**config.mk**
```make
export PLATFORM = sky130hd
export DESIGN_NAME = dmem_port_arb
export DESIGN_NICKNAME = d
export VERILOG_FILES = /design/src/rtl/dmem_port_arb.sv
export SDC_FILE = /design/constraint.sdc
export NUM_CORES = 1
export LEC_CHECK = 0
export ABC_AREA = 1
export BUFFER_PORTS_ARGS = -buffer_cell sky130_fd_sc_hd__clkbuf_2
export CAP_MARGIN = 10
export CORE_AREA = 2 2 109 111
export CTS_CLUSTER_DIAMETER = 60
export CTS_CLUSTER_SIZE = 8
export DETAILED_ROUTE_END_ITERATION = 7
export DIE_AREA = 0 0 111 113
export GPL_ROUTABILITY_DRIVEN = 0
export PLACE_DENSITY = 0.62
export SLEW_MARGIN = 15
export SYNTH_ARGS = -nofsm -noshare
export SYNTH_HDL_FRONTEND = slang
export SYNTH_SLANG_ARGS = --single-unit
```
**constraint.sdc**
```tcl
create_clock -name clk -period 1.3 [get_ports clk]
set_clock_uncertainty 0.1 [all_clocks]
set_input_delay 0.065 -clock clk [delete_from_list [all_inputs] [get_ports clk]]
set_output_delay 0.065 -clock clk [all_outputs]
set_load 0.01 [all_outputs]
```
**src/rtl/dmem_port_arb.sv**
```systemverilog
// Single SRAM port arbiter between store-buffer retirements and loads.
// Loads complete in exactly one cycle, either forwarded or read from SRAM.
module dmem_port_arb #(
  parameter int ADDR_W     = 32,
  parameter int DATA_W     = 32,
  parameter int TAG_W      = 6,
  parameter int STARVE_MAX = 4
) (
  input  logic              clk,
  input  logic              rst_n,
  input  logic              i_ld_req,
  output logic              o_ld_ready,
  input  logic [ADDR_W-1:0] i_ld_addr,
  input  logic [TAG_W-1:0]  i_ld_tag,
  input  logic              i_stbuf_addr_hit,
  input  logic [DATA_W-1:0] i_stbuf_rd_data,
  input  logic              i_stbuf_ret_pend,
  output logic              o_dmem_occupy,
  input  logic              i_ret_stbuf,
  input  logic [ADDR_W-1:0] i_ret_stbuf_addr,
  input  logic [DATA_W-1:0] i_ret_stbuf_data,
  input  logic              i_flush,
  output logic              o_dmem_req,
  output logic              o_dmem_we,
  output logic [ADDR_W-1:0] o_dmem_addr,
  output logic [DATA_W-1:0] o_dmem_wdata,
  input  logic [DATA_W-1:0] i_dmem_rdata,
  output logic              o_ld_fin,
  output logic [DATA_W-1:0] o_ld_data,
  output logic [TAG_W-1:0]  o_ld_tag,
  output logic              o_proto_err
);

  localparam int CNT_W = $clog2(STARVE_MAX + 1);
  localparam logic [CNT_W-1:0] CNT_MAX = CNT_W'(STARVE_MAX);
  localparam logic [CNT_W-1:0] CNT_ONE = CNT_W'(1);

  logic [CNT_W-1:0]  starve_q, starve_d;
  logic              rsp_vld_q, rsp_vld_d;
  logic              rsp_src_q, rsp_src_d;   // 1: SRAM, 0: forwarded
  logic [DATA_W-1:0] fwd_data_q, fwd_data_d;
  logic [TAG_W-1:0]  tag_q, tag_d;
  logic              proto_err_q, proto_err_d;

  logic yield_s;
  logic acc_s;
  logic occupy_s;

  assign yield_s       = (starve_q == CNT_MAX);
  assign o_ld_ready    = !yield_s && !i_flush;
  assign acc_s         = i_ld_req && o_ld_ready;
  assign occupy_s      = acc_s && !i_stbuf_addr_hit;
  assign o_dmem_occupy = occupy_s;

  // A late flush squashes the response; the SRAM read itself is harmless.
  assign o_ld_fin    = rsp_vld_q && !i_flush;
  assign o_ld_data   = rsp_src_q ? i_dmem_rdata : fwd_data_q;
  assign o_ld_tag    = tag_q;
  assign o_proto_err = proto_err_q;

  // SRAM port mux: a memory-path load always wins, otherwise a retirement.
  always_comb begin
    o_dmem_req   = 1'b0;
    o_dmem_we    = 1'b0;
    o_dmem_addr  = {ADDR_W{1'b0}};
    o_dmem_wdata = {DATA_W{1'b0}};
    if (occupy_s) begin
      o_dmem_req  = 1'b1;
      o_dmem_addr = i_ld_addr;
    end else if (i_ret_stbuf) begin
      o_dmem_req   = 1'b1;
      o_dmem_we    = 1'b1;
      o_dmem_addr  = i_ret_stbuf_addr;
      o_dmem_wdata = i_ret_stbuf_data;
    end else begin
      o_dmem_req = 1'b0;
    end
  end

  // Next-state for the starvation counter, response pipe and error flag.
  always_comb begin
    starve_d    = starve_q;
    rsp_vld_d   = acc_s;
    rsp_src_d   = rsp_src_q;
    fwd_data_d  = fwd_data_q;
    tag_d       = tag_q;
    proto_err_d = proto_err_q || (i_ret_stbuf && occupy_s);

    if (!i_stbuf_ret_pend || i_ret_stbuf) begin
      starve_d = {CNT_W{1'b0}};
    end else if (occupy_s && (starve_q != CNT_MAX)) begin
      starve_d = starve_q + CNT_ONE;
    end else begin
      starve_d = starve_q;
    end

    if (acc_s) begin
      rsp_src_d  = !i_stbuf_addr_hit;
      fwd_data_d = i_stbuf_rd_data;
      tag_d      = i_ld_tag;
    end else begin
      rsp_src_d = rsp_src_q;
    end
  end

  // State registers with synchronous active-low reset.
  always_ff @(posedge clk) begin
    if (!rst_n) begin
      starve_q    <= {CNT_W{1'b0}};
      rsp_vld_q   <= 1'b0;
      rsp_src_q   <= 1'b0;
      fwd_data_q  <= {DATA_W{1'b0}};
      tag_q       <= {TAG_W{1'b0}};
      proto_err_q <= 1'b0;
    end else begin
      starve_q    <= starve_d;
      rsp_vld_q   <= rsp_vld_d;
      rsp_src_q   <= rsp_src_d;
      fwd_data_q  <= fwd_data_d;
      tag_q       <= tag_d;
      proto_err_q <= proto_err_d;
    end
  end

endmodule

```
==> results of run 1 <==
routing by layer:
metal | wire length (um) | track usage (%) | vias up
met4 | 453 | 8.167 | 0
met5 | 0 | 0 | -
li1 | - | - | 2083
met2 | 8077 | 38.12 | 226
met1 | 5684 | 23.60 | 1990
met3 | 991 | 4.231 | 30
cells in the mapped netlist, drive strengths merged:
| master | count |
|---|---|
| a21oi | 44 |
| dfxtp | 44 |
| ha | 2 |
| clkinv | 1 |
| nand4 | 1 |
| o21ai | 64 |
| nor2 | 3 |
| nand3 | 8 |
| inv | 72 |
| clkbuf | 12 |
| xor2 | 1 |
| buf | 16 |
| nand2 | 177 |
critical path: cells and delay by family (launching register included):
kind | cells | cell delay (ns)
fa+ha+maj | 1 | 0.16
flops | 1 | 0.33
simple gates | 5 | 0.40
buf+inv | 5 | 0.48
cell type report:
class | instances | area (sq um)
clock buffers | 5 | 125.1
clock inverters | 1 | 30.03
fillers | 937 | 4653
inverters | 73 | 281.5
multi-input cells | 300 | 2067
flip-flops and latches | 44 | 887.1
well taps | 143 | 178.9
repair buffers | 377 | 3049
cells in the final DEF, fill, tap and decap left out:
cell type,netlist,final
buf_4,4,14
nand2_1,176,61
nand2_4,0,37
a21oi_2,0,4
buf_12,0,14
inv_2,2,35
nand2_2,1,79
ha_1,2,1
bufinv_16,0,1
dfxtp_1,44,41
buf_6,6,25
clkbuf_2,2,217
clkbuf_16,0,12
xor2_1,1,1
o21ai_2,0,50
nand3_1,7,7
o21ai_4,0,4
nand4_4,1,1
buf_16,0,11
inv_8,0,1
inv_1,70,36
buf_8,0,12
dfxtp_4,0,1
o21ai_1,5,10
nor2_1,2,2
nor2_4,1,1
nand3_4,1,1
a21oi_1,44,40
ha_4,0,1
buf_2,4,31
clkinv_1,1,1
dfxtp_2,0,2
dlygate4sd3_1,0,40
clkbuf_8,0,6
sequential cells by signal (all words and copies together), names as in the netlist:
signal / flops
fwd_data_q: 32
o_ld_tag: 6
o_proto_err: 1
rsp_src_q: 1
rsp_vld_q: 1
starve_q: 3
power breakdown:
part / total [mW] / leakage (nW) / switching, mW / internal, mW
registers: 1.46 / 0.364 / 0.0300 / 1.43
clock network: 1.36 / 0.0757 / 0.476 / 0.884
logic: 1.95 / 3.12 / 0.941 / 1.00
worst min-delay path by stage:
stage / start / to
after global routing: i_ret_stbuf / starve_q[0]
after global placement: i_ld_tag[1] / o_ld_tag[1]
final: i_ret_stbuf / starve_q[0]
after floorplan: i_flush / o_ld_fin
after CTS: i_ret_stbuf / starve_q[1]
after detailed placement: i_ld_tag[1] / o_ld_tag[1]
timing repair:
item / in CTS / in global routing
resized for setup: 140 / 185
buffers inserted: 6 / 10
setup endpoints to repair: 129 / 144
gates cloned: 12 / 9
hold buffers: 40 / 0
hold endpoints to repair: 40 / 0
pin swaps: 2 / 29
cells by family after synthesis:
kind of cell,share of synthesized area [%]
buffers and inverters,16.78
DFF,33.10
AOI/OAI and AO/OA,20.31
xor gates and xnor gates,0.3292
adders and majority gates,0.9401
and+or+nand+nor,28.54
==> results.yml, run 1 <==
timing:
  tightest_slew_ns: 0.2856
  hold_viol: 0
  fin_ws_ns: -0.5116
  period_share_pct: 139.4
  slew_headroom_pct: 80.84
  fin_tns_setup_ns: -40.58
  rsz0062_at_grt: "true"
  drv_slew: 0
  finalSetupViolCount: 144
  fin_hold_ws_ns: 0.09133
  timing.final.crit_period_ns: 1.812
  fmax_mhz: 552.0
final_layout:
  diodes: 0
  nNetsFinal: 976
  areaGrowthSynthToFinish_pct: 148.7
  final_cells: 943
  post-route-util_pct: 58.72
  drive_gt1_share_pct: 70.00
  fin_area_sq_mm: 0.006619
detailed_routing:
  initialDrtViolationCount: 198
  wl_um: 15210
  wl_per_cell_um: 16.13
  vias: 4329
  ant_nets: 0
  first_pass_iters: 4
  drcViolationCount: 0
  viasPerCell: 4.591
synthesis:
  synth_top_area_share_pct: 33.10
  synthCells: 445
  synth.distinct_cells: 22
  ys_seq_elements: 44
  yosys-top-cells-area: "dfxtp_1, nand2_1, o21ai_0, inv_1, a21oi_1"
  yosysTopAreaCell: "dfxtp_1"
  avgSynthCellArea_sq_um: 5.980
  netlist_area_sq_mm: 0.002661
  yosysSeqAreaShare_pct: 33.10
  ys_warn_count: 0
  synth_nets: 620
floorplan:
  initial_core_util_pct: 23.61
  rows: 39
  core_sq_mm: 0.01127
  dieArea_sq_mm: 0.01254
  io_pins: 281
  die_x_um: 111
  dieHeight_um: 113
setup_path:
  path_max_fanout: 6
  critical-path-max-stage-delay_ns: 0.33
  crit_chain: "inv_2 -> ha_4 -> nand2_4 -> nand3_4 -> nor2_4 -> buf_12 -> buf_6 -> buf_6 -> nand2_1 -> nand2_2 -> buf_6"
  end_kind: "output pin"
  worstRegToRegCells: 11
  r2r_start: "starve_q[1]"
  r2r-end: "starve_q[2]"
  crit_start: "starve_q[1]"
  worstSetupPathType: "flop to output pin"
  reg2reg_slack_ns: -0.26
  startpoint_type: "flop"
  crit_top_cell: "buf_6"
  crit_arrival_ns: 1.65
  cp_data_required_time_ns: 1.13
  slowest_stage: "dfxtp_2"
  endpoint: "o_dmem_addr[17]"
run_status:
  violations: "setup timing"
  status: "finished with violations"
clock_tree:
  clk_latency_ns: 0.28
  cts_tree: "done"
  numCtsBuffers: 5
  clk_pin_slew_worst_paths_ns: 0.06
  clockRootBuffer: "clkbuf_16"
  clk_path_buf_depth: 2
  clock-sinks: 44
  htree_num_levels: 2
global_routing:
  first_global_vias: 4113
  grt_pass1_wl_um: 20750
  grt_max_degree: 35
  antenna_found_initial: 0
  gr-total-overflow: 0
  track_usage_pct: 20.74
worst_hold_path:
  hold_depth: 4
  min_path_type: "input port to flop"
place:
  post_dp_cell_area_sq_mm: 0.004526
  dp_slack_ns: -0.2328
  numPortBuffers: 280
  dp_hpwl_um: 9401
  dpl.cell_count: 862
power:
  pwr_density_cell_mw_per_mm2: 719.5
  leakagePower_nw: 3.561
  ir_drop_mv: 0.8100
  total_power_mw: 4.762
job:
  max-cap-violations: 0
(Power assumes the default switching activity.)
==> inputs of run 2 (changes only) <==
CORE_AREA = 2 2 110 112   (was 2 2 109 111)
DIE_AREA = 0 0 112 114   (was 0 0 111 113)
PLACE_DENSITY = 0.61   (was 0.62)
==> run 2 against run 1 <==
  * The flow still finishes with violations (setup timing)
  * Total power down 6.5%
  * Sequential power about the same
  * Via count down 4.3%
  * Worst setup slack better by 0.015 ns
  * Combinational power down 13%
  * Final cell count down 0.53%
  * Worst hold slack worse by 0.035 ns
  * Clock-buffer cell count up 2
  * First-iteration DRC count down 19%
  * Sequential cell count unchanged
  * Largest power group unchanged
==> results.yml, run 2 (synthesis gave the netlist of run 1 again) <==
global_routing:
  grt_max_degree: 37
  grt_use_met2_pct: 34.83
  track_usage_pct: 18.97
  antenna_found_initial: 0
  grt_pass1_wl_um: 19190
  grt.busiest_layer: "met2"
  first_global_vias: 3746
  use_met1_pct: 20.98
  gr-total-overflow: 0
  met3_usage_pct: 4.304
detailed_routing:
  initialDrtViolationCount: 160
  wl_per_cell_um: 15.46
  vias: 4144
  viasPerCell: 4.418
  ant_nets: 0
  drcViolationCount: 0
  first_pass_iters: 4
  wl_um: 14500
run_status:
  violations: "setup timing"
  status: "finished with violations"
worst_hold_path:
  min_path_type: "input port to flop"
clock_tree:
  clk_pin_slew_worst_paths_ns: 0.06
  clk_latency_ns: 0.28
  clk_path_buf_depth: 2
  htree_num_levels: 2
  cts_tree: "done"
  clockRootBuffer: "clkbuf_16"
  numCtsBuffers: 5
  clock-sinks: 44
timing:
  finalSetupViolCount: 143
  period_share_pct: 138.2
  hold_viol: 0
  timing.final.crit_period_ns: 1.797
  tightest_slew_ns: 0.2645
  drv_slew: 0
  rsz0062_at_grt: "true"
  slew_headroom_pct: 82.37
  fin_tns_setup_ns: -37.98
  fin_ws_ns: -0.4969
  fmax_mhz: 556.5
power:
  sw_frac_of_total_pct: 31.84
  clkPwrFrac_pct: 29.4
  pwr_density_cell_mw_per_mm2: 739.4
  ir_drop_mv: 0.6656
  intPower_mw: 3.034
  p_sw_mw: 1.418
  power_frac_seq_pct: 32.7
  leakagePower_nw: 3.321
  combPwrFrac_pct: 38.0
floorplan:
  rows: 40
  core_sq_mm: 0.01171
  dieHeight_um: 114
  initial_core_util_pct: 22.72
  io_pins: 281
  die_x_um: 112
  dieArea_sq_mm: 0.01277
final_layout:
  areaGrowthSynthToFinish_pct: 126.2
  nNetsFinal: 965
  layout_commonest_cell: "clkbuf_2"
  largest_register_ffs: 32
  fin_area_sq_mm: 0.006021
  drive_gt1_share_pct: 65.61
  final_cell_mix: "clkbuf_2, nand2_2, nand2_1, a21oi_1, dfxtp_1"
  diodes: 0
  max_flop_register: "fwd_data_q"
job:
  max-cap-violations: 0
setup_path:
  reg2reg_slack_ns: -0.35
  end_kind: "output pin"
  startpoint_type: "flop"
  critical-path-max-stage-delay_ns: 0.33
  path_max_fanout: 6
  crit_arrival_ns: 1.63
  crit_chain: "inv_2 -> ha_4 -> nand2_4 -> nand4_4 -> nand2_4 -> inv_8 -> buf_8 -> clkbuf_16 -> nand2_2 -> inv_2 -> buf_6"
  worstSetupPathType: "flop to output pin"
  slowest_stage: "dfxtp_2"
  cp_data_required_time_ns: 1.13
  critPathBufInv: 6
  crit_family: "buffers and inverters"
place:
  post_dp_cell_area_sq_mm: 0.004543
  numPortBuffers: 280
  dp_hpwl_um: 9335
[run 2: cell type report]
cell class                      count  area (sq um)
Timing Repair Buffer              366          2638
Tap cell                          147         183.9
Sequential cell                    44         887.1
Fill cell                        1097          5690
Clock inverter                      1         7.507
Inverter                           73         281.5
Clock buffer                        7         142.6
Multi-Input combinational cell    300          1881
[run 2: per-stage QoR]
step	hold WS (ns)	total power [mW]	utilization, %	worst slack [ns]	cells
3_5_place_dp	0.2260	2.699	38.79	-0.2236	866
6_report	0.05673	4.452	51.41	-0.4969	938
3_3_place_gp	0.2222	2.699	38.79	-0.1774	866
5_1_grt	0.06779	4.661	51.41	-0.5560	938
2_1_floorplan	0.07753	2.071	-	-0.1172	445
4_1_cts	0.04311	4.274	46.84	-0.4805	928
[run 2: worst paths after layout]
kind / from / to / cells after the start
max reg2reg: starve_q[0] / starve_q[0] / 11
max: starve_q[0] / o_dmem_wdata[21] / 11
min: rst_n / fwd_data_q[4] / 3
min reg2reg: o_proto_err / o_proto_err / 2
[run 2: what timing repair did]
action | in CTS | in global routing
cloned | 5 | 6
hold buffers | 40 | 0
pin swaps | 6 | 6
resized for setup | 86 | 145
hold endpoints to repair | 42 | 0
endpoints found under the setup margin | 143 | 144
setup buffers | 9 | 7
[run 2: worst min-delay path, stage by stage]
cell and delay (ns):
clkbuf_2 0.18, o21ai_0 0.11, a21oi_1 0.04
[run 2: power groups by stage]
stage	Clock, mW	Combinational, mW	Sequential, mW
2_1_floorplan	0	0.592	1.48
3_3_place_gp	0	1.22	1.48
3_5_place_dp	0	1.22	1.48
4_1_cts	1.34	1.48	1.45
5_1_grt	1.39	1.81	1.46
6_report	1.31	1.69	1.45
[run 2: layer usage]
layer / wire length (um) / vias up
li1: - / 2061
met5: 0 / -
met2: 7562 / 205
met3: 1131 / 37
met4: 562 / 0
met1: 5241 / 1841
==> inputs of run 3 (changes only) <==
TNS_END_PERCENT = 10   (was unset)
==> run 3 against run 2 <==
  * The run still ends with setup timing left
  * Design area decreased by 9.2%
  * Via count shrank 5.3%
  * Clock power barely moved
  * Final cell count fell by 1.2%
  * Combinational power shrank 14%
  * Total power shrank 5.9%
  * Critical path depth fell by 1
  * Clock-buffer cell count is the same
  * Sequential share of layout area is 1.5 points higher
  * Non-clock buffer count down 12
  * Maximum frequency down 1.9%
  * Highest routed layer unchanged
==> results.yml, run 3 (synthesis gave the netlist of run 1 again) <==
place:
  dpl.cell_count: 869
  post_dp_cell_area_sq_mm: 0.004420
  numPortBuffers: 280
  dp_hpwl_um: 8874
detailed_routing:
  viasPerCell: 4.234
  first_pass_iters: 4
  met1_length_um: 4928
  wl_um: 11810
  wl_per_cell_um: 12.74
  ant_nets: 0
  vias: 3925
  dr_wl_met3_um: 1018
  initialDrtViolationCount: 194
  routed.top_layer: "met4"
  route.met2.wl_um: 5575
  drcViolationCount: 0
job:
  max-cap-violations: 0
global_routing:
  track_usage_pct: 17.76
  first_global_vias: 3677
  antenna_found_initial: 1
  grt_max_degree: 61
  grt_pass1_wl_um: 18230
  gr-total-overflow: 0
clock_tree:
  clockRootBuffer: "clkbuf_16"
  numCtsBuffers: 5
  clk_pin_slew_worst_paths_ns: 0.06
  clk_path_buf_depth: 2
  clock-sinks: 44
  clk_latency_ns: 0.28
  cts_tree: "done"
  htree_num_levels: 2
floorplan:
  core_sq_mm: 0.01171
  initial_core_util_pct: 22.72
  rows: 40
  die_x_um: 112
  io_pins: 281
  dieHeight_um: 114
  dieArea_sq_mm: 0.01277
setup_path:
  crit_arrival_ns: 1.67
  cp_data_required_time_ns: 1.13
  path_max_fanout: 8
  r2r-end: "fwd_data_q[26]"
  worstSetupPathType: "flop to output pin"
  reg2reg_slack_ns: -0.16
  worstRegToRegCells: 8
  r2r_start: "starve_q[0]"
  end_kind: "output pin"
  startpoint_type: "flop"
  crit_start: "starve_q[0]"
  endpoint: "o_dmem_addr[10]"
final_layout:
  final_cell_mix: "clkbuf_2, nand2_1, inv_1, a21oi_1, dfxtp_1"
  largest_register_ffs: 32
  fin_area_sq_mm: 0.005465
  nNetsFinal: 953
  drive_gt1_share_pct: 49.55
  post-route-util_pct: 46.67
  layout_commonest_cell: "clkbuf_2"
  areaGrowthSynthToFinish_pct: 105.4
  final_cells: 927
  max_flop_register: "fwd_data_q"
timing:
  drv_slew: 0
  rsz0062_at_grt: "true"
  finalSetupViolCount: 140
  fin_ws_ns: -0.5312
  fmax_mhz: 546.1
  timing.final.crit_period_ns: 1.831
  hold_viol: 0
  slew_headroom_pct: 83.37
  period_share_pct: 140.9
  tightest_slew_ns: 0.2479
  fin_tns_setup_ns: -38.43
run_status:
  status: "finished with violations"
  violations: "setup timing"
power:
  ir_drop_mv: 0.7320
  pwr_density_cell_mw_per_mm2: 766.4
  total_power_mw: 4.188
  leakagePower_nw: 3.060
worst_hold_path:
  min_path_type: "input port to flop"
==> run 3: changes by cell type in the layout (fill, tap and decap cells not counted), moves of 6 or more <==
cell,delta
clkbuf_16,-6
o21ai_0,+23
clkbuf_2,-6
o21ai_2,-17
nand2_1,+69
clkbuf_8,-7
nand2_2,-50
inv_1,+32
inv_2,-32
nand2_4,-19
==> run 3: per-layer routing <==
layer	vias up	GRT usage, %
li1	2031	-
met1	1680	21.40
met2	196	31.39
met3	18	3.932
met4	0	6.016
met5	-	0
==> run 3: worst max-delay path, stage by stage (launching register included) <==
cell and delay [ns]:
dfxtp_2 0.33, inv_2 0.05, ha_4 0.16, nand2_4 0.07, nand3_4 0.07, nor2_4 0.17
buf_6 0.16, buf_16 0.14, nand2_2 0.05, nand2_2 0.07, buf_8 0.11
==> run 3: power by group <==
group | total, mW | switching (mW) | internal [mW]
sequential | 1.45 | 0.0216 | 1.43
clock | 1.28 | 0.515 | 0.765
combinational | 1.46 | 0.710 | 0.749
total | 4.19 | 1.25 | 2.94
==> run 3: stage by stage <==
step                      worst slack (ns)  hold slack [ns]
after floorplan                    -0.1172          0.07753
after global placement             -0.2609           0.2234
after detailed placement           -0.2781           0.2256
after CTS                          -0.5523          0.08431
after global routing               -0.6347           0.1142
final                              -0.5312          0.09988
==> run 3: cell type report <==
| cell class | instances | area (sq um) |
|---|---|---|
| Clock inverter | 1 | 7.507 |
| Tap cell | 147 | 183.9 |
| Clock buffer | 7 | 142.6 |
| Fill cell | 1228 | 6246 |
| Multi-Input combinational cell | 300 | 1523 |
| Antenna cell | 1 | 2.502 |
| Timing Repair Buffer | 354 | 2440 |
| Sequential cell | 44 | 884.6 |
| Inverter | 73 | 281.5 |
==> run 3: worst min path at each step <==
stage                     slack [ns]   startpoint  cells past startpoint     endpoint
after floorplan                 0.08      i_flush                      1     o_ld_fin
after global placement          0.22  i_ld_tag[5]                      3  o_ld_tag[5]
after detailed placement        0.23  i_ld_tag[1]                      3  o_ld_tag[1]
after CTS                       0.08  i_ret_stbuf                      4  starve_q[1]
after global routing            0.11  i_ret_stbuf                      4  starve_q[1]
final                            0.1  i_ret_stbuf                      4  starve_q[1]
==> run 3: timing repair <==
item,in CTS,in global routing
hold endpoints to repair,41,0
pin swaps,20,8
setup buffers,4,1
cloned,5,0
setup endpoints to repair,141,143
gates resized for setup,48,113
hold buffers,40,0
